$ cat src/rtl/execute_control.sv
// execute_control: combined execute/control stage of the RV32I core.
// Selects ALU operands, computes the ALU result, resolves branches and jumps,
// and forms the register, CSR and memory requests. Every output is
// registered, so outputs follow their inputs by one clock.
//
// Optional feature: define CSR_EN to enable CSR writeback (wb_sel 5) and the
// CSR ALU ops (alu_sel 12/13). Without it the CSR write port is tied to 0,
// wb_sel 5 is treated as no writeback and alu_sel 12/13 yield 0.
//
// Ports:
//   clk, rst                 clock; synchronous active-low reset
//   inst                     instruction word (not used by the datapath)
//   inst_addr, imm           PC and sign-extended immediate
//   rd_waddr, csr_waddr      destination register / CSR
//   op1_sel, op2_sel         operand A / B selects
//   alu_sel, br_sel, wb_sel  ALU op, branch kind, writeback source
//   mem_rw, byte_sel, un_sign memory access kind, byte mask, signedness
//   rs1_rdata, rs2_rdata, csr_rdata  operand data
//   rd_*_o, csr_*_o          register / CSR write port
//   byte_sel_o, un_sign_o    pass-through to the load/store buffer
//   mem_*_o                  load and store requests
//   hold_o, jump_o, jump_addr_o  to the PC unit
module execute_control (
    input  logic        clk,
    input  logic        rst,
    input  logic [31:0] inst,
    input  logic [31:0] inst_addr,
    input  logic [4:0]  rd_waddr,
    input  logic [11:0] csr_waddr,
    input  logic [31:0] imm,
    input  logic [1:0]  op1_sel,
    input  logic [1:0]  op2_sel,
    input  logic [3:0]  alu_sel,
    input  logic [2:0]  br_sel,
    input  logic [2:0]  wb_sel,
    input  logic [1:0]  mem_rw,
    input  logic [3:0]  byte_sel,
    input  logic        un_sign,
    input  logic [31:0] rs1_rdata,
    input  logic [31:0] rs2_rdata,
    input  logic [31:0] csr_rdata,
    output logic [4:0]  rd_waddr_o,
    output logic [31:0] rd_wdata_o,
    output logic [11:0] csr_waddr_o,
    output logic [31:0] csr_wdata_o,
    output logic [3:0]  byte_sel_o,
    output logic        un_sign_o,
    output logic        mem_re_o,
    output logic [31:0] mem_raddr_o,
    output logic        mem_we_o,
    output logic [31:0] mem_waddr_o,
    output logic [31:0] mem_wdata_o,
    output logic        hold_o,
    output logic        jump_o,
    output logic [31:0] jump_addr_o
);

    logic [31:0] op_a, op_b, alu_res;
    logic [4:0]  shamt;
    logic        br_eq, br_lt, taken;
    logic [31:0] target;

    logic [4:0]  rd_waddr_d;
    logic [31:0] rd_wdata_d;
    logic [11:0] csr_waddr_d;
    logic [31:0] csr_wdata_d;

`ifndef CSR_EN
    logic unused_csr;
    assign unused_csr = ^{csr_waddr, csr_rdata};
`endif
    logic unused_inst;
    assign unused_inst = ^inst;

    assign shamt = op_b[4:0];

    // Operand selection
    always_comb begin
        unique case (op1_sel)
            2'd1:    op_a = rs1_rdata;
            2'd2:    op_a = imm;
            default: op_a = 32'd0;
        endcase
        unique case (op2_sel)
            2'd1:    op_b = rs2_rdata;
            2'd2:    op_b = inst_addr;
            2'd3:    op_b = imm;
            default: op_b = 32'd0;
        endcase
    end

    always_comb begin
        alu_res = 32'd0;
        case (alu_sel)
            4'd1:  alu_res = op_a + op_b;
            4'd2:  alu_res = op_a - op_b;
            4'd3:  alu_res = op_a << shamt;
            4'd4:  alu_res = {31'd0, $signed(op_a) < $signed(op_b)};
            4'd5:  alu_res = {31'd0, op_a < op_b};
            4'd6:  alu_res = op_a ^ op_b;
            4'd7:  alu_res = op_a >> shamt;
            4'd8:  alu_res = $unsigned($signed(op_a) >>> shamt);
            4'd9:  alu_res = op_a | op_b;
            4'd10: alu_res = op_a & op_b;
            4'd11: alu_res = op_a;
`ifdef CSR_EN
            4'd12: alu_res = csr_rdata | op_a;
            4'd13: alu_res = csr_rdata & ~op_a;
`endif
            default: alu_res = 32'd0;
        endcase
    end

    // Branch resolution compares the register data directly, not the operands
    assign br_eq = (rs1_rdata == rs2_rdata);
    assign br_lt = un_sign ? ($signed(rs1_rdata) < $signed(rs2_rdata))
                           : (rs1_rdata < rs2_rdata);

    always_comb begin
        taken  = 1'b0;
        target = inst_addr + imm;
        case (br_sel)
            3'd1: begin
                taken  = 1'b1;
                target = (rs1_rdata + imm) & ~32'd1;
            end
            3'd2:    taken = 1'b1;
            3'd3:    taken = br_eq;
            3'd4:    taken = !br_eq;
            3'd5:    taken = !br_lt;
            3'd6:    taken = br_lt;
            default: taken = 1'b0;
        endcase
    end

    // Writeback; loads reserve rd here, the data arrives later from the buffer
    always_comb begin
        rd_waddr_d  = 5'd0;
        rd_wdata_d  = 32'd0;
        csr_waddr_d = 12'd0;
        csr_wdata_d = 32'd0;
        case (wb_sel)
            3'd1: begin
                rd_waddr_d = rd_waddr;
                rd_wdata_d = alu_res;
            end
            3'd2: begin
                rd_waddr_d = rd_waddr;
                rd_wdata_d = inst_addr + 32'd4;
            end
            3'd3: rd_waddr_d = rd_waddr;
`ifdef CSR_EN
            3'd5: begin
                rd_waddr_d  = rd_waddr;
                rd_wdata_d  = csr_rdata;
                csr_waddr_d = csr_waddr;
                csr_wdata_d = alu_res;
            end
`endif
            default: ;
        endcase
    end

    always_ff @(posedge clk) begin
        if (!rst) begin
            rd_waddr_o  <= '0;
            rd_wdata_o  <= '0;
            csr_waddr_o <= '0;
            csr_wdata_o <= '0;
            byte_sel_o  <= '0;
            un_sign_o   <= 1'b0;
            mem_re_o    <= 1'b0;
            mem_raddr_o <= '0;
            mem_we_o    <= 1'b0;
            mem_waddr_o <= '0;
            mem_wdata_o <= '0;
            hold_o      <= 1'b0;
            jump_o      <= 1'b0;
            jump_addr_o <= '0;
        end else begin
            rd_waddr_o  <= rd_waddr_d;
            rd_wdata_o  <= rd_wdata_d;
            csr_waddr_o <= csr_waddr_d;
            csr_wdata_o <= csr_wdata_d;
            byte_sel_o  <= byte_sel;
            un_sign_o   <= un_sign;
            mem_re_o    <= (mem_rw == 2'd1);
            mem_raddr_o <= (mem_rw == 2'd1) ? alu_res : 32'd0;
            mem_we_o    <= (mem_rw == 2'd2);
            mem_waddr_o <= (mem_rw == 2'd2) ? alu_res : 32'd0;
            mem_wdata_o <= (mem_rw == 2'd2) ? rs2_rdata : 32'd0;
            hold_o      <= (mem_rw == 2'd1);
            jump_o      <= taken;
            jump_addr_o <= taken ? target : 32'd0;
        end
    end

endmodule

$ cat config.mk
export PLATFORM = sky130hd
export DESIGN_NAME = execute_control
export DESIGN_NICKNAME = d
export VERILOG_FILES = /design/src/rtl/execute_control.sv
export SDC_FILE = /design/constraint.sdc
export NUM_CORES = 1
export LEC_CHECK = 0
export BUFFER_PORTS_ARGS = -buffer_cell sky130_fd_sc_hd__clkbuf_2
export CAP_MARGIN = 10
export CORE_UTILIZATION = 30
export CTS_CLUSTER_DIAMETER = 50
export CTS_CLUSTER_SIZE = 8
export DETAILED_ROUTE_END_ITERATION = 10
export PLACE_DENSITY_LB_ADDON = 0.2
export SKIP_CTS_REPAIR_TIMING = 1
export SYNTH_ARGS = -nofsm -noshare
export SYNTH_HDL_FRONTEND = slang
export SYNTH_SLANG_ARGS = --single-unit
$ cat constraint.sdc
create_clock -name clk -period 7.35 [get_ports clk]
set_input_delay 2.205 -clock clk [delete_from_list [all_inputs] [get_ports clk]]
set_output_delay 2.205 -clock clk [all_outputs]
set_load 0.005 [all_outputs]
# After elaboration in Yosys (flattened, before gate mapping)
# Index checks and enable logic that the tools add are counted.
# op_classes
n_addsub	5
magnitude_cmp	4
n_eq_ne	28
shift	3
muxes	7
bitwise	5
reduce_logical	9
# ops
op	n
$pmux W32 S11	1
$lt A32 B32 Y1	4
$pmux W32 S2	2
$add A32 B32 Y32	3
$pmux W32 S3	1
$add A32 B3 Y32 const B	1
$and A32 B32 Y32	1
$eq A32 B32 Y1	1
$mux W32	1
$or A32 B32 Y32	1
$shl A32 B5 Y32	1
$shr A32 B5 Y32	1
$sshr A32 B5 Y32	1
$sub A32 B32 Y32	1
$xor A32 B32 Y32	1
$eq A4 B3 Y1 const B	4
$eq A4 B4 Y1 const B	4
$eq A3 B2 Y1 const B	4
$eq A3 B3 Y1 const B	3
$eq A2 B2 Y1 const B	4
$eq A4 B2 Y1 const B	2
$reduce_and A2 Y1	4
$eq A2 B1 Y1 const B	3
$eq A3 B1 Y1 const B	2
other kinds (7)	10
# totals
ff_bits	173
input_bits	232
out_inout_bits	218
elab_cells	73

# Longest topological paths before layout
# depth
word_depth	6
ltp_mapped	20
ltp_nobuf	18

# Worst setup path after synthesis
# OpenSTA, ideal clock, no wires.
# synth_path
path_type	input port to flip-flop
startpoint	input port op2_sel[1]
endpoint	register mem_waddr_o[30]
setup_ns	0.128
arrival_time_ns	6.151
required_time_ns	7.222
setup_slack_ns	1.071
cell_stages	18
path_buffers	5
path_cell_list	buf_2 -> and2b_1 -> a22o_1 -> buf_2 -> buf_1 -> clkbuf_1 -> ha_1 -> clkbuf_1 -> o21bai_1 -> o21ai_0 -> a21o_1 -> o41ai_1 -> o21a_1 -> a21oi_1 -> o31ai_1 -> xor2_1 -> a221o_1 -> nor2b_1
# synth_between
elab_chain_cells	4
elab_cells_between_ends	13
classes_between	2 x add/sub; 3 x eq/ne; 3 x shift; 2 x mux; 3 x bitwise
# synth_rtl
item	line	rtl
start: declaration	32	input logic [1:0] op2_sel,
$eq A2 B2 Y1 / $eq A2 B1 Y1 (equally long branches)	84	unique case (op2_sel)
$pmux W32 S3 *	84	
$sub A32 B32 Y32 (tied with other cells)	96	4'd2: alu_res = op_a - op_b;
$pmux W32 S11 *	94	case (alu_sel)
end signal: assignment	190	mem_waddr_o <= (mem_rw == 2'd2) ? alu_res : 32'd0;
end: declaration	51	output logic [31:0] mem_waddr_o,
# Mark *: on every way between the ends. The rest lies on a longest branch, timed or not.
# A chain may end at the register's enable or synchronous reset.

# Worst setup path after layout
# layout_path
startpoint	input port op1_sel[1]
endpoint	register rd_wdata_o[25]
# layout_between
elab_chain_cells	5
elab_cells_between_ends	13
classes_between	2 x add/sub; 2 x eq/ne; 3 x shift; 3 x mux; 3 x bitwise
# layout_rtl
item	line	rtl
start: declaration	31	input logic [1:0] op1_sel,
$eq A2 B2 Y1 / $eq A2 B1 Y1 (equally long branches)	79	unique case (op1_sel)
$pmux W32 S2 *	79	
$sub A32 B32 Y32 (tied with other cells)	96	
$pmux W32 S11 *	94	
$pmux W32 S2 *	142	case (wb_sel)
end signal: assignment	182	rd_wdata_o <= rd_wdata_d;
end: declaration	43	output logic [31:0] rd_wdata_o,
# Marked as above.

==> reports/qor.csv <==
stage,metric,value,unit
status,outcome,"complete, no violations",
power_and_ir_drop,peakVddDrop,0.167,mV
logic_synthesis,ys_warn_count,0,
logic_synthesis,synth_seq_area_share,17.9,%
setup_path,crit_fanout,13,
timing,timing.fmax,0.151,GHz
power_and_ir_drop,power.density,160,mW/mm²
setup_path,endpoint_kind,flip-flop,
timing,post-route-min-period,6.60,ns
final_layout,layout-drive-gt1-share,18.6,%
floorplan,initial_core_util,30.6,%
placed_design,gp_congestion,0.971,
power_and_ir_drop,seq_power_share,27.2,%
routing,routed_via_density,5.69,
routing,drtIter0Drc,2198,
clock_tree,clkSinkCount,173,
clock_tree,clk_pin_slew,0.08,ns
power_and_ir_drop,intPower,2.05,mW
floorplan,die_area,0.0656,mm²
placed_design,dp_hpwl,79300,µm
global_route,grt_pass1_vias,20400,
logic_synthesis,synth_xor_area_share,3.98,%
logic_synthesis,synth_ff_type,dfxtp_1,
floorplan,rows,92,
routing,drt_wl_total,96800,µm
logic_synthesis,synth-seq-cells,173,
run,maxCapViolCount,0,
clock_tree,clockRootBuffer,clkbuf_16,
logic_synthesis,synth_area_leader_cell,dfxtp_1,
logic_synthesis,synth_area_leaders,"dfxtp_1, ha_1, a21oi_1",
timing,period_share,89.8,%
logic_synthesis,synth.avg_cell_area,7.37,µm²
final_layout,nets,3369,
setup_path,worst_setup_path_start_kind,primary input,
power_and_ir_drop,netSwitchingPower,1.59,mW
timing,slew-limit-headroom,26.7,%
logic_synthesis,synthesis.area,0.0194,mm²
floorplan,die_w,256,µm
logic_synthesis,synth.distinct_cells,93,
hold_path,hp-class,in2reg,
timing,tightestPinTransition,1.09,ns
global_route,grt_pass1_wl,139000,µm
logic_synthesis,synth_top_area_share,17.9,%
timing,tns,0,ns
setup_path,path_class,in2reg,
setup_path,worstPathRequired,7.69,ns
placed_design,port_buffers,329,
global_route,antenna_found_initial,4,
clock_tree,cts_made_buffers,17,
power_and_ir_drop,leakagePower,10.5,nW
clock_tree,htree_levels,4,
final_layout,fillerInstances,6875,
clock_tree,clk_path_buf_depth,2,
logic_synthesis,synth_top_family_by_area,compound AO/OA/AOI/OAI gates,
setup_path,startpoint,op1_sel[1],
power_and_ir_drop,pwr-share-comb,45.5,%
setup_path,cp.arrival,6.94,ns
logic_synthesis,synth_compound_area_share,29.5,%
logic_synthesis,async_flop_share,0,%
floorplan,ios,450,
setup_path,endpoint,rd_wdata_o[25],
logic_synthesis,synth-edff-count,0,
routing,dr_total_vias,21600,
timing,hold_slack,1.92,ns
logic_synthesis,synthAdderAreaFrac,13.2,%
floorplan,die_h,256,µm
timing,hold_violations,0,
floorplan,coreArea,0.0634,mm²
power_and_ir_drop,power.share.switching,43.6,%
clock_tree,cts_tree,yes,
logic_synthesis,yosys.area_share.simple,19.1,%
final_layout,area_growth,17.5,%
logic_synthesis,syn_inst,2630,
routing,drc_errors,0,
power_and_ir_drop,clkPwrFrac,27.3,%
timing,setup_violations,0,
global_route,grt_max_degree,61,
routing,ant_nets,0,
timing,maxSlewViolCount,0,
global_route,grtUsageTotal,28.4,%
logic_synthesis,synthMuxAreaShare,8.13,%
routing,drtPass1Iterations,6,
global_route,overflow,0,
routing,wl_per_cell,25.5,µm
timing,rsz0062_at_grt,false,
[cell usage in the layout (no fill, tap or decap), types with 39 or more instances in the layout]
cell and count:
and2_1 53, a21o_1 53, nor2b_1 42, nand3_1 55
nor2_1 279, a21oi_1 231, conb_1 44, dfxtp_1 173
clkbuf_2 329, mux2_2 39, nor3_1 48, inv_1 144
ha_1 198, a22oi_1 68, o21ai_0 151, nand2_1 216
buf_4 111, o22ai_1 46, xnor2_1 63, mux2i_1 109
[state kept, by name, summed over array words and instances (netlist names), 4 cells and up]
signal	cells
jump_addr_o	32
mem_waddr_o	32
mem_wdata_o	32
mem_raddr_o	32
rd_waddr_o	5
byte_sel_o	4
rd_wdata_o	32
[stage by stage]
step | utilization (%) | setup slack, ns | instances | instance area, µm² | total power, mW
final | 35.9 | 0.749 | 3796 | 22800 | 3.64
after global routing | 35.9 | 0.573 | 3794 | 22800 | 3.82
after CTS | 35.9 | 0.919 | 3794 | 22800 | 3.62
after detailed placement | 34.9 | 0.418 | 3762 | 22100 | 2.63
after global placement | 34.9 | 0.430 | 3762 | 22100 | 2.62
after floorplan | - | 1.07 | 2673 | 19500 | 2.01
[power by group through the flow]
stage	combinational (mW)	sequential, mW	clock, mW
after floorplan	0.993	1.01	0
after global placement	1.61	1.01	0
after detailed placement	1.62	1.01	0
after CTS	1.62	0.990	1.01
after global routing	1.77	0.993	1.05
final	1.66	0.990	0.992
[cell usage after synthesis, drive strengths merged, types with 39 or more instances]
cell type	n
dfxtp	173
xnor2	63
mux2i	109
clkbuf	103
nand2	216
nor2	279
o21ai	163
nand3	55
nor2b	43
ha	198
buf	96
a21o	53
o22ai	46
a21oi	232
and2	54
inv	148
nor3	48
a22oi	70
mux2	39
[layout make-up]
class | instances | area (µm²) | share of cell area (%)
antenna | 2 | 5.00 | 0.0220
sequential | 173 | 3460 | 15.2
timing repair buffer | 442 | 2520 | 11.1
inverter | 151 | 571 | 2.51
clock inverter | 15 | 214 | 0.940
multi-input combinational | 2150 | 14500 | 63.7
tap | 846 | 1060 | 4.65
clock buffer | 17 | 425 | 1.87
[worst min-delay path by stage]
| stage | from | cells past startpoint | slack [ns] | end |
|---|---|---|---|---|
| after floorplan | mem_rw[1] | 1 | 2.29 | hold_o |
| after global placement | mem_rw[1] | 2 | 2.40 | hold_o |
| after detailed placement | mem_rw[1] | 2 | 2.40 | hold_o |
| after CTS | mem_rw[1] | 2 | 1.90 | hold_o |
| after global routing | rd_waddr[3] | 2 | 1.92 | rd_waddr_o[3] |
| final | rd_waddr[2] | 2 | 1.92 | rd_waddr_o[2] |
[critical path, cell delays in order]
cell and delay [ns]:
clkbuf_2 0.24, inv_1 0.07, ha_1 0.22, buf_4 0.19, buf_4 0.19, a22oi_1 0.64, nor2_1 0.38, nand2_1 0.17
a21boi_0 0.58, o21ai_0 0.16, a21oi_1 0.32, nor3_1 0.08, a2111oi_0 0.62, buf_4 0.24, and4b_1 0.42, o22ai_1 0.19
[cells by family after synthesis]
group	after synthesis
XOR/XNOR	88
other	1
buffers and inverters	350
AND/OR/NAND/NOR	805
adder cells (fa/ha/maj)	202
flip-flops	173
AO/OA/AOI/OAI	861
multiplexers	150
[per-layer routing]
layer / global-route usage (%) / wire [µm]
met1: 37.7 / 42000
met4: 11.5 / 3850
met2: 45.1 / 43600
met3: 5.33 / 7280
met5: 0 / 41
No activity file was read; power rests on OpenSTA's default activity.
